## src/rtl/fft_frame_loader.sv

```systemverilog
// Ping-pong frame loader: gathers serial complex samples into 8-sample frames for dit_fft_8.
// Define FFT_BITREV_EN to store samples in bit-reversed (DIT input) slot order.
module fft_frame_loader #(
  parameter int W = 9
) (
  input  logic         clk_i,
  input  logic         rst_i,
  input  logic         in_valid_i,
  output logic         in_ready_o,
  input  logic         in_first_i,
  input  logic [W-1:0] in_re_i,
  input  logic [W-1:0] in_im_i,
  output logic         frame_valid_o,
  input  logic         frame_ready_i,
  output logic [W-1:0] inr0_o,
  output logic [W-1:0] inr1_o,
  output logic [W-1:0] inr2_o,
  output logic [W-1:0] inr3_o,
  output logic [W-1:0] inr4_o,
  output logic [W-1:0] inr5_o,
  output logic [W-1:0] inr6_o,
  output logic [W-1:0] inr7_o,
  output logic [W-1:0] ini0_o,
  output logic [W-1:0] ini1_o,
  output logic [W-1:0] ini2_o,
  output logic [W-1:0] ini3_o,
  output logic [W-1:0] ini4_o,
  output logic [W-1:0] ini5_o,
  output logic [W-1:0] ini6_o,
  output logic [W-1:0] ini7_o,
  output logic         err_resync_o,
  output logic [7:0]   frame_cnt_o
);

  logic [1:0]   full_q, full_d;
  logic         wr_bank_q, wr_bank_d;
  logic         rd_bank_q, rd_bank_d;
  logic [2:0]   wr_cnt_q, wr_cnt_d;
  logic         err_q, err_d;
  logic [7:0]   frame_cnt_q, frame_cnt_d;
  logic [W-1:0] re_q [2][8];
  logic [W-1:0] re_d [2][8];
  logic [W-1:0] im_q [2][8];
  logic [W-1:0] im_d [2][8];

  logic         in_ready;
  logic         accept;
  logic         handoff;
  logic         resync;
  logic [2:0]   wr_idx;
  logic [2:0]   wr_slot;

  function automatic logic [2:0] slot_map(input logic [2:0] k);
`ifdef FFT_BITREV_EN
    return {k[0], k[1], k[2]};
`else
    return k;
`endif
  endfunction

  assign in_ready = rst_i & ~full_q[wr_bank_q];
  assign accept   = in_valid_i & in_ready;
  assign handoff  = full_q[rd_bank_q] & frame_ready_i;
  // A start marker mid-frame restarts the frame at index 0.
  assign resync   = accept & in_first_i & (wr_cnt_q != 3'd0);
  assign wr_idx   = resync ? 3'd0 : wr_cnt_q;
  assign wr_slot  = slot_map(wr_idx);

  always_comb begin
    full_d      = full_q;
    wr_bank_d   = wr_bank_q;
    rd_bank_d   = rd_bank_q;
    wr_cnt_d    = wr_cnt_q;
    err_d       = 1'b0;
    frame_cnt_d = frame_cnt_q;
    re_d        = re_q;
    im_d        = im_q;

    if (accept) begin
      re_d[wr_bank_q][wr_slot] = in_re_i;
      im_d[wr_bank_q][wr_slot] = in_im_i;
      if (resync) begin
        wr_cnt_d = 3'd1;
        err_d    = 1'b1;
      end else if (wr_cnt_q == 3'd7) begin
        full_d[wr_bank_q] = 1'b1;
        wr_bank_d         = ~wr_bank_q;
        wr_cnt_d          = 3'd0;
      end else begin
        wr_cnt_d = wr_cnt_q + 3'd1;
      end
    end

    // Fill and handoff always address opposite banks, so both flag updates can coexist.
    if (handoff) begin
      full_d[rd_bank_q] = 1'b0;
      rd_bank_d         = ~rd_bank_q;
      frame_cnt_d       = frame_cnt_q + 8'd1;
    end
  end

  always_ff @(posedge clk_i) begin
    if (!rst_i) begin
      full_q      <= 2'b00;
      wr_bank_q   <= 1'b0;
      rd_bank_q   <= 1'b0;
      wr_cnt_q    <= 3'd0;
      err_q       <= 1'b0;
      frame_cnt_q <= 8'd0;
      for (int b = 0; b < 2; b++) begin
        for (int s = 0; s < 8; s++) begin
          re_q[b][s] <= '0;
          im_q[b][s] <= '0;
        end
      end
    end else begin
      full_q      <= full_d;
      wr_bank_q   <= wr_bank_d;
      rd_bank_q   <= rd_bank_d;
      wr_cnt_q    <= wr_cnt_d;
      err_q       <= err_d;
      frame_cnt_q <= frame_cnt_d;
      re_q        <= re_d;
      im_q        <= im_d;
    end
  end

  assign in_ready_o    = in_ready;
  assign frame_valid_o = full_q[rd_bank_q];
  assign err_resync_o  = err_q;
  assign frame_cnt_o   = frame_cnt_q;

  assign inr0_o = re_q[rd_bank_q][0];
  assign inr1_o = re_q[rd_bank_q][1];
  assign inr2_o = re_q[rd_bank_q][2];
  assign inr3_o = re_q[rd_bank_q][3];
  assign inr4_o = re_q[rd_bank_q][4];
  assign inr5_o = re_q[rd_bank_q][5];
  assign inr6_o = re_q[rd_bank_q][6];
  assign inr7_o = re_q[rd_bank_q][7];
  assign ini0_o = im_q[rd_bank_q][0];
  assign ini1_o = im_q[rd_bank_q][1];
  assign ini2_o = im_q[rd_bank_q][2];
  assign ini3_o = im_q[rd_bank_q][3];
  assign ini4_o = im_q[rd_bank_q][4];
  assign ini5_o = im_q[rd_bank_q][5];
  assign ini6_o = im_q[rd_bank_q][6];
  assign ini7_o = im_q[rd_bank_q][7];

endmodule

```

## config.mk

```make
export PLATFORM = sky130hd
export DESIGN_NAME = fft_frame_loader
export DESIGN_NICKNAME = d
export VERILOG_FILES = /design/src/rtl/fft_frame_loader.sv
export SDC_FILE = /design/constraint.sdc
export NUM_CORES = 1
export LEC_CHECK = 0
export ABC_AREA = 1
export CAP_MARGIN = 5
export CORE_MARGIN = 3
export CORE_UTILIZATION = 35
export DETAILED_ROUTE_END_ITERATION = 8
export SETUP_SLACK_MARGIN = 0.3
export SYNTH_ARGS = -nofsm -noshare
export SYNTH_HDL_FRONTEND = slang
export SYNTH_SLANG_ARGS = --single-unit
```

## constraint.sdc

```tcl
create_clock -name clk_i -period 2.55 [get_ports clk_i]
set_input_delay 0.255 -clock clk_i [delete_from_list [all_inputs] [get_ports clk_i]]
set_output_delay 0.255 -clock clk_i [all_outputs]
set_load 0.01 [all_outputs]
```

==> results.cfg, run 1 <==
[power]
p_int_uw = 8020
switching_share = 0.238
clockPowerShare = 0.483
p_leak_uw = 0.00895
irDropWorstVdd_mv = 0.415
powerDensity_mw_per_mm2 = 601
p_seq_frac = 0.456
combPwrFrac = 0.060
p_switching_uw = 2500

[yosys]
ys_warn_count = 0
yosys.area_share.simple = 0.410
synthesis.area_mm2 = 0.0135
ys_seq_area_frac = 0.452
ys_seq_elements = 304
yosys.area.top_type = dfxtp_1
synth_compound_area_frac = 0.0665
synth.avg_cell_area_um2 = 6.58
synth_ff_type = dfxtp_1
async_flop_share = 0
syn_nets = 2074
yosys.area_share.adder = 0.00372
synth_top_family_by_area = simple AND/OR/NAND/NOR gates
synth_top_cells_by_area = dfxtp_1, nand2_1, nor2_1
syn_inst = 2047
synthXorXnorAreaFrac = 0.000650
synthMuxAreaShare = 0
synth_cell_types = 26
synth-edff-count = 0
synth_top_area_share = 0.452

[timing]
slew_headroom = 0.326
hold_viol_final = 0
worst_pin_slew_ps = 1010
timing.final.crit_share = 0.932
finalSetupTns_ps = 0
min_period_ps = 2380
fin_skew_ps = 17.5
drv_slew = 0
setup_viol = 0
rsz0062_at_grt = yes
fmax_mhz = 421

[grt]
overflow = 0
antenna_found_initial = 1
grt_max_degree = 224
grtUsageTotal = 0.208
first_global_vias = 12033
grt_pass1_wl_mm = 68.8

[layout]
mostFrequentLayoutCell = nand2_1
area_growth_pct = 30.0
n_antenna_cell = 0
drive_gt1_frac = 0.0819
utilization = 0.464
fin_nets = 2224
final_cell_mix = nand2_1, nor2_1, dfxtp_1

[worst_setup_path]
crit_fanout = 26
startpoint_type = register
end_kind = primary output
required_ps = 2300
cp.arrival_ps = 2120
path_class = register to primary output

[drt]
viasPerCell = 4.88
firstDrtPassIters = 6
drtIter0Drc = 1184
wire_per_inst_um = 16.6
via_count = 13338
ant_nets = 0
drc_errors = 0
finalWirelength_mm = 45.3

[flow_run]
cap_viol_max_count = 0

[die]
pin_count = 178
die_h_um = 202
initial_core_util = 0.357
row_count = 71
fp.dieW_um = 202
dieArea_mm2 = 0.0409
core_mm2 = 0.0378

[clock_network]
cts_buffer_depth = 3
root_buffer = clkbuf_16
cts_buffers = 36
path_clk_slew_ps = 60
cts_tree = built
cts.sinks = 304
hold_buffers = 0
htreeDepth = 2
insertion_delay_ps = 520

[place]
hpwl_mm = 27.3
routabilityCongestion = 0.778
portBuffers = 177

[min_path]
hold_class = input port to register

[run_status]
outcome = finished clean
[power groups by stage]
stage / Clock, µW / Sequential (µW) / Combinational (µW)
detailed placement: 0 / 4900 / 632
global placement: 0 / 4900 / 626
CTS: 5170 / 4800 / 631
global route: 5370 / 4800 / 691
floorplan: 0 / 4900 / 358
finish: 5080 / 4800 / 636
[layout make-up]
class / count / area, µm²
Timing Repair Buffer: 253 / 2800
Clock inverter: 12 / 97.6
Tap cell: 511 / 639
Fill cell: 3752 / 20200
Clock buffer: 52 / 1070
Inverter: 81 / 312
Multi-Input combinational cell: 1521 / 6490
Sequential cell: 304 / 6090
[through the flow]
step                power (µW)  instance area [µm²]  instances  setup WS [ps]  hold WS (ps)
floorplan                 5260                13500       2047            364           443
global placement          5530                15700       2640            301           462
detailed placement        5540                15700       2640            268           467
CTS                      10600                17100       2715            183           255
global route             10900                17500       2734            129           296
finish                   10500                17500       2734            172           267
[flip-flops by register name (all words and copies together) (netlist names)]
| register | count |
|---|---|
| err_resync_o | 1 |
| frame_cnt_o | 8 |
| full_q | 2 |
| im_q | 144 |
| rd_bank_q | 1 |
| re_q | 144 |
| wr_bank_q | 1 |
| wr_cnt_q | 3 |
[layer usage]
layer,global-route usage,up-vias,wire [µm]
li1,-,6687,-
met1,0.291,6096,20100
met2,0.339,484,20800
met3,0.0327,69,3410
met4,0.0500,2,971
met5,0,-,12
[Yosys cell counts, types with 3 or more instances]
master    number
a21oi_1       10
buf_1         20
buf_2         29
buf_4         10
clkbuf_1      83
dfxtp_1      304
ha_1           4
inv_1         70
inv_2         11
nand2_1      597
nand3_1       40
nand4_1       76
nand4_2        4
nand4_4        3
nor2_1       588
nor2_4        17
nor3_1         3
o21ai_0      162
o21ai_1        7
[logic make-up (layout without fill, tap and decap cells)]
kind of cell,count (synthesis),in the layout
and+or+nand+nor,1336,1337
xor gates and xnor gates,1,1
DFF,304,304
AOI/OAI and AO/OA,179,179
adders and majority gates,4,4
buffers and inverters,223,398
[worst max-delay path: stages (launching register included)]
cell             delay [ps]
dfxtp_4                 420
buf_8                   160
buf_16                  180
nand2_1                  60
o21ai_1                 170
clkdlybuf4s50_1         600
[path summary, 6_finish.rpt]
path / slack [ps] / endpoint / cells after the start / start
worst min-delay path: 270 / wr_cnt_q[0] / 5 / rst_i
worst max-delay path: 170 / ini0_o[7] / 5 / rd_bank_q
worst min register to register: 480 / full_q[1] / 2 / full_q[1]
worst max register to register: 410 / re_q[72] / 9 / wr_bank_q
[timing repair]
item	in CTS	in global routing
pin swaps	0	10
gates cloned	5	5
resized for setup	49	61
setup buffers	6	14
setup endpoints to repair	142	259
(Power assumes the default switching activity.)
==> inputs of run 2 (changes only) <==
--- a/config.mk
+++ b/config.mk
@@ -11,6 +11,7 @@
 export CORE_UTILIZATION = 35
 export DETAILED_ROUTE_END_ITERATION = 8
 export SETUP_SLACK_MARGIN = 0.3
+export SKIP_CTS_REPAIR_TIMING = 1
 export SYNTH_ARGS = -nofsm -noshare
 export SYNTH_HDL_FRONTEND = slang
 export SYNTH_SLANG_ARGS = --single-unit
==> results.cfg, run 2 (synthesis gave the netlist of run 1 again) <==
[run_status]
outcome = finished clean

[layout]
multi_input_area_mm2 = 0.00649
fillers = 3755
final_cell_mix = nand2_1, nor2_1, dfxtp_1
mostFrequentLayoutCell = nand2_1
regArea_mm2 = 0.00609
n_antenna_cell = 0
drive_gt1_frac = 0.0801
area_growth_pct = 29.3
finalInstanceArea_mm2 = 0.0174
fin_nets = 2222

[die]
initial_core_util = 0.357
row_count = 71
dieArea_mm2 = 0.0409
die_h_um = 202
fp.dieW_um = 202
pin_count = 178
core_mm2 = 0.0378

[clock_network]
path_clk_slew_ps = 60
htreeDepth = 2
cts_tree = built
cts_buffers = 36
root_buffer = clkbuf_16
insertion_delay_ps = 520
cts_buffer_depth = 3
cts.sinks = 304

[drt]
wl_met3_mm = 3.38
wire_per_inst_um = 16.8
finalWirelength_mm = 45.8
drc_errors = 0
wl_met1_mm = 20.2
via_count = 13301
wl_met2_mm = 21.4
firstDrtPassIters = 5
viasPerCell = 4.87
drtIter0Drc = 1183
ant_nets = 0
top_layer = met4

[grt]
grt_pass1_wl_mm = 67.8
first_global_vias = 11920
antenna_found_initial = 1
grtUsageTotal = 0.204
overflow = 0
grt_max_degree = 224

[timing]
slew_headroom = 0.396
fin_skew_ps = 19.1
worst_pin_slew_ps = 906
fmax_mhz = 411
setup_viol = 0
hold_viol_final = 0
finalSetupTns_ps = 0
min_period_ps = 2430
rsz0062_at_grt = yes
timing.final.crit_share = 0.954
drv_slew = 0

[power]
irDropWorstVdd_mv = 0.412
p_leak_uw = 0.00835
powerDensity_mw_per_mm2 = 604

[worst_setup_path]
path_class = register to primary output
crit_fanout = 51
startpoint_type = register
cp.arrival_ps = 2180
required_ps = 2300
end_kind = primary output

[place]
placed_cell_area_mm2 = 0.0157
hpwl_mm = 27.3
portBuffers = 177
routabilityCongestion = 0.778

[flow_run]
cap_viol_max_count = 0

[min_path]
hold_class = input port to register
## run 2: cell types whose count changed in the layout (fill, tap and decap cells not counted), moves of 2 or more
cell             change
clkdlybuf4s50_1     +54
dlygate4sd2_1       -32
dlymetal6s2s_1      -22
bufbuf_16            -3
clkbuf_16            +3
buf_16               -2
buf_4                -2
o21ai_0              +2
o21ai_2              -2
## run 2: layer usage
layer,GRT usage,vias to the layer above
li1,-,6680
met2,0.333,472
met4,0.0438,0
met1,0.287,6086
met5,0,-
met3,0.0325,63
## run 2: critical path: stages (launching register included)
cell and delay, ps:
dfxtp_4 410, buf_16 220, o21ai_0 400, clkdlybuf4s50_1 630
## run 2: per-stage QoR
step                hold slack (ps)   util  worst slack (ps)  power, µW  cells
floorplan                       443      -               364       5260   2047
global route                    296  0.461               127      10900   2732
finish                          266  0.461               117      10500   2732
CTS                             255  0.448              38.5      10600   2704
global placement                462  0.417               301       5530   2640
detailed placement              467  0.417               268       5540   2640
## run 2: cell type report
type	instances	share of cell area
clock buffer	52	0.0616
tap	511	0.0367
sequential	304	0.350
inverter	81	0.0179
clock inverter	12	0.00560
multi-input combinational	1521	0.373
timing repair buffer	251	0.156
## run 2: final timing paths
| path | startpoint | slack, ps | endpoint | cells after the start |
|---|---|---|---|---|
| worst max-delay path | rd_bank_q | 120 | ini0_o[7] | 3 |
| worst min-delay path | rst_i | 270 | wr_cnt_q[0] | 5 |
| worst max register to register | wr_cnt_q[1] | 400 | im_q[137] | 10 |
| worst min register to register | full_q[1] | 480 | full_q[1] | 2 |
## run 2: report_power, final
part | internal, µW | total [µW] | leakage [µW] | switching (µW)
clock network | 3030 | 5080 | 0.000579 | 2050
registers | 4790 | 4800 | 0.00245 | 13.1
logic | 208 | 642 | 0.00532 | 433
total | 8020 | 10500 | 0.00835 | 2500
==> inputs of run 3 (changes only) <==
--- a/config.mk
+++ b/config.mk
@@ -6,10 +6,11 @@
 export NUM_CORES = 1
 export LEC_CHECK = 0
 export ABC_AREA = 1
-export CAP_MARGIN = 5
+export CAP_MARGIN = 20
 export CORE_MARGIN = 3
 export CORE_UTILIZATION = 35
 export DETAILED_ROUTE_END_ITERATION = 8
+export REMOVE_ABC_BUFFERS = 1
 export SETUP_SLACK_MARGIN = 0.3
 export SKIP_CTS_REPAIR_TIMING = 1
 export SYNTH_ARGS = -nofsm -noshare
==> results.cfg, run 3 (synthesis gave the netlist of run 1 again) <==
[run_status]
outcome = finished clean

[die]
fp.dieW_um = 202
die_h_um = 202
dieArea_mm2 = 0.0409
core_mm2 = 0.0378
pin_count = 178
row_count = 71
initial_core_util = 0.357

[layout]
fin_nets = 2227
utilization = 0.464
mostFrequentLayoutCell = nand2_1
drive_gt1_frac = 0.0798
n_antenna_cell = 0
final_cell_mix = nand2_1, nor2_1, dfxtp_1
area_growth_pct = 30.0

[timing]
rsz0062_at_grt = yes
drv_slew = 0
finalSetupTns_ps = 0
timing.final.crit_share = 0.923
fmax_mhz = 425
slew_headroom = 0.337
min_period_ps = 2350
setup_viol = 0
worst_pin_slew_ps = 995
fin_skew_ps = 12.2
hold_viol_final = 0

[place]
portBuffers = 177
hpwl_mm = 27.3
routabilityCongestion = 0.780

[drt]
drtIter0Drc = 1026
via_count = 13286
drc_errors = 0
wire_per_inst_um = 16.5
ant_nets = 0
firstDrtPassIters = 5
viasPerCell = 4.87
finalWirelength_mm = 45.1

[worst_setup_path]
end_kind = primary output
startpoint = rd_bank_q
path_class = register to primary output
cp.arrival_ps = 2100
startpoint_type = register
rrSetupSlack_ps = 490
crit_cells = 6
endpoint = ini0_o[5]
path_cells = buf_6 -> buf_4 -> clkbuf_16 -> nand2_1 -> o21ai_0 -> clkdlybuf4s50_1
slowest_stage = clkdlybuf4s50_1
required_ps = 2300
r2r_cells = 9
crit_fanout = 10
cp_num_buf_inv = 4
path_delay_family = buffers and inverters
rr_startpoint = wr_bank_q
max_stage_delay_ps = 580
r2r_end = im_q[34]

[clock_network]
cts_buffers = 35
path_clk_slew_ps = 60
insertion_delay_ps = 520
cts_tree = built
htreeDepth = 2
cts.sinks = 304
root_buffer = clkbuf_16
cts_buffer_depth = 3

[min_path]
hold_class = input port to register

[grt]
overflow = 0
grtUsageTotal = 0.205
antenna_found_initial = 1
grt_max_degree = 225
first_global_vias = 12063
grt_pass1_wl_mm = 67.9

[power]
total_power_uw = 10400
p_leak_uw = 0.00928
irDropWorstVdd_mv = 0.375
powerDensity_mw_per_mm2 = 596

[flow_run]
cap_viol_max_count = 0
==> run 3: changes by cell type in the layout (fill, tap and decap cells not counted), sizes merged <==
| cell | change |
|---|---|
| bufinv | +2 |
| clkbuf | -5 |
| inv | -1 |
| clkdlybuf4s50 | -53 |
| clkinv | -1 |
| nor2 | -1 |
| buf | +6 |
| clkinvlp | -2 |
| dlymetal6s2s | +53 |
==> run 3: worst register-to-register path, delay by kind of cell, from the launching register on <==
kind,cells,cell delay (ps)
compound gates,1,110
flops,1,410
simple gates,5,980
buf+inv,3,490
==> run 3: power by group <==
part | leakage (µW) | internal (µW) | switching (µW)
logic | 0.00628 | 203 | 436
registers | 0.00245 | 4790 | 12.6
clock network | 0.000550 | 3000 | 2000
total | 0.00928 | 7980 | 2440
==> run 3: through the flow <==
stage / setup slack (ps) / std cells / hold slack (ps) / area (µm²)
final: 198 / 2730 / 296 / 17500
after global routing: 133 / 2730 / 323 / 17500
after CTS: -209 / 2700 / 274 / 16900
after detailed placement: 270 / 2644 / 462 / 15700
after global placement: 334 / 2644 / 462 / 15700
after floorplan: -3730 / 1905 / 375 / 12900
==> run 3: worst min-delay path by stage <==
stage | from | endpoint | slack [ps] | cells past startpoint
2_1_floorplan | rst_i | im_q[63] | 380 | 2
3_3_place_gp | re_q[46] | re_q[46] | 460 | 2
3_5_place_dp | full_q[1] | full_q[1] | 460 | 2
4_1_cts | rst_i | wr_cnt_q[0] | 270 | 5
5_1_grt | rst_i | wr_cnt_q[0] | 320 | 5
6_report | rst_i | wr_cnt_q[0] | 300 | 5
==> run 3: area by class of cell <==
cell class	count	area [µm²]
Sequential cell	304	6090
Tap cell	511	639
Clock inverter	9	135
Multi-Input combinational cell	1520	6490
Timing Repair inverter	1	11.3
Timing Repair Buffer	257	2840
Fill cell	3824	20300
Inverter	81	317
Clock buffer	47	982
==> run 3: layer usage <==
layer,GRT usage,up-vias,share of wire
met2,0.329,406,0.45
met5,0,-,0
li1,-,6677,-
met3,0.0316,75,0.059
met4,0.0517,0,0.025
met1,0.289,6128,0.47
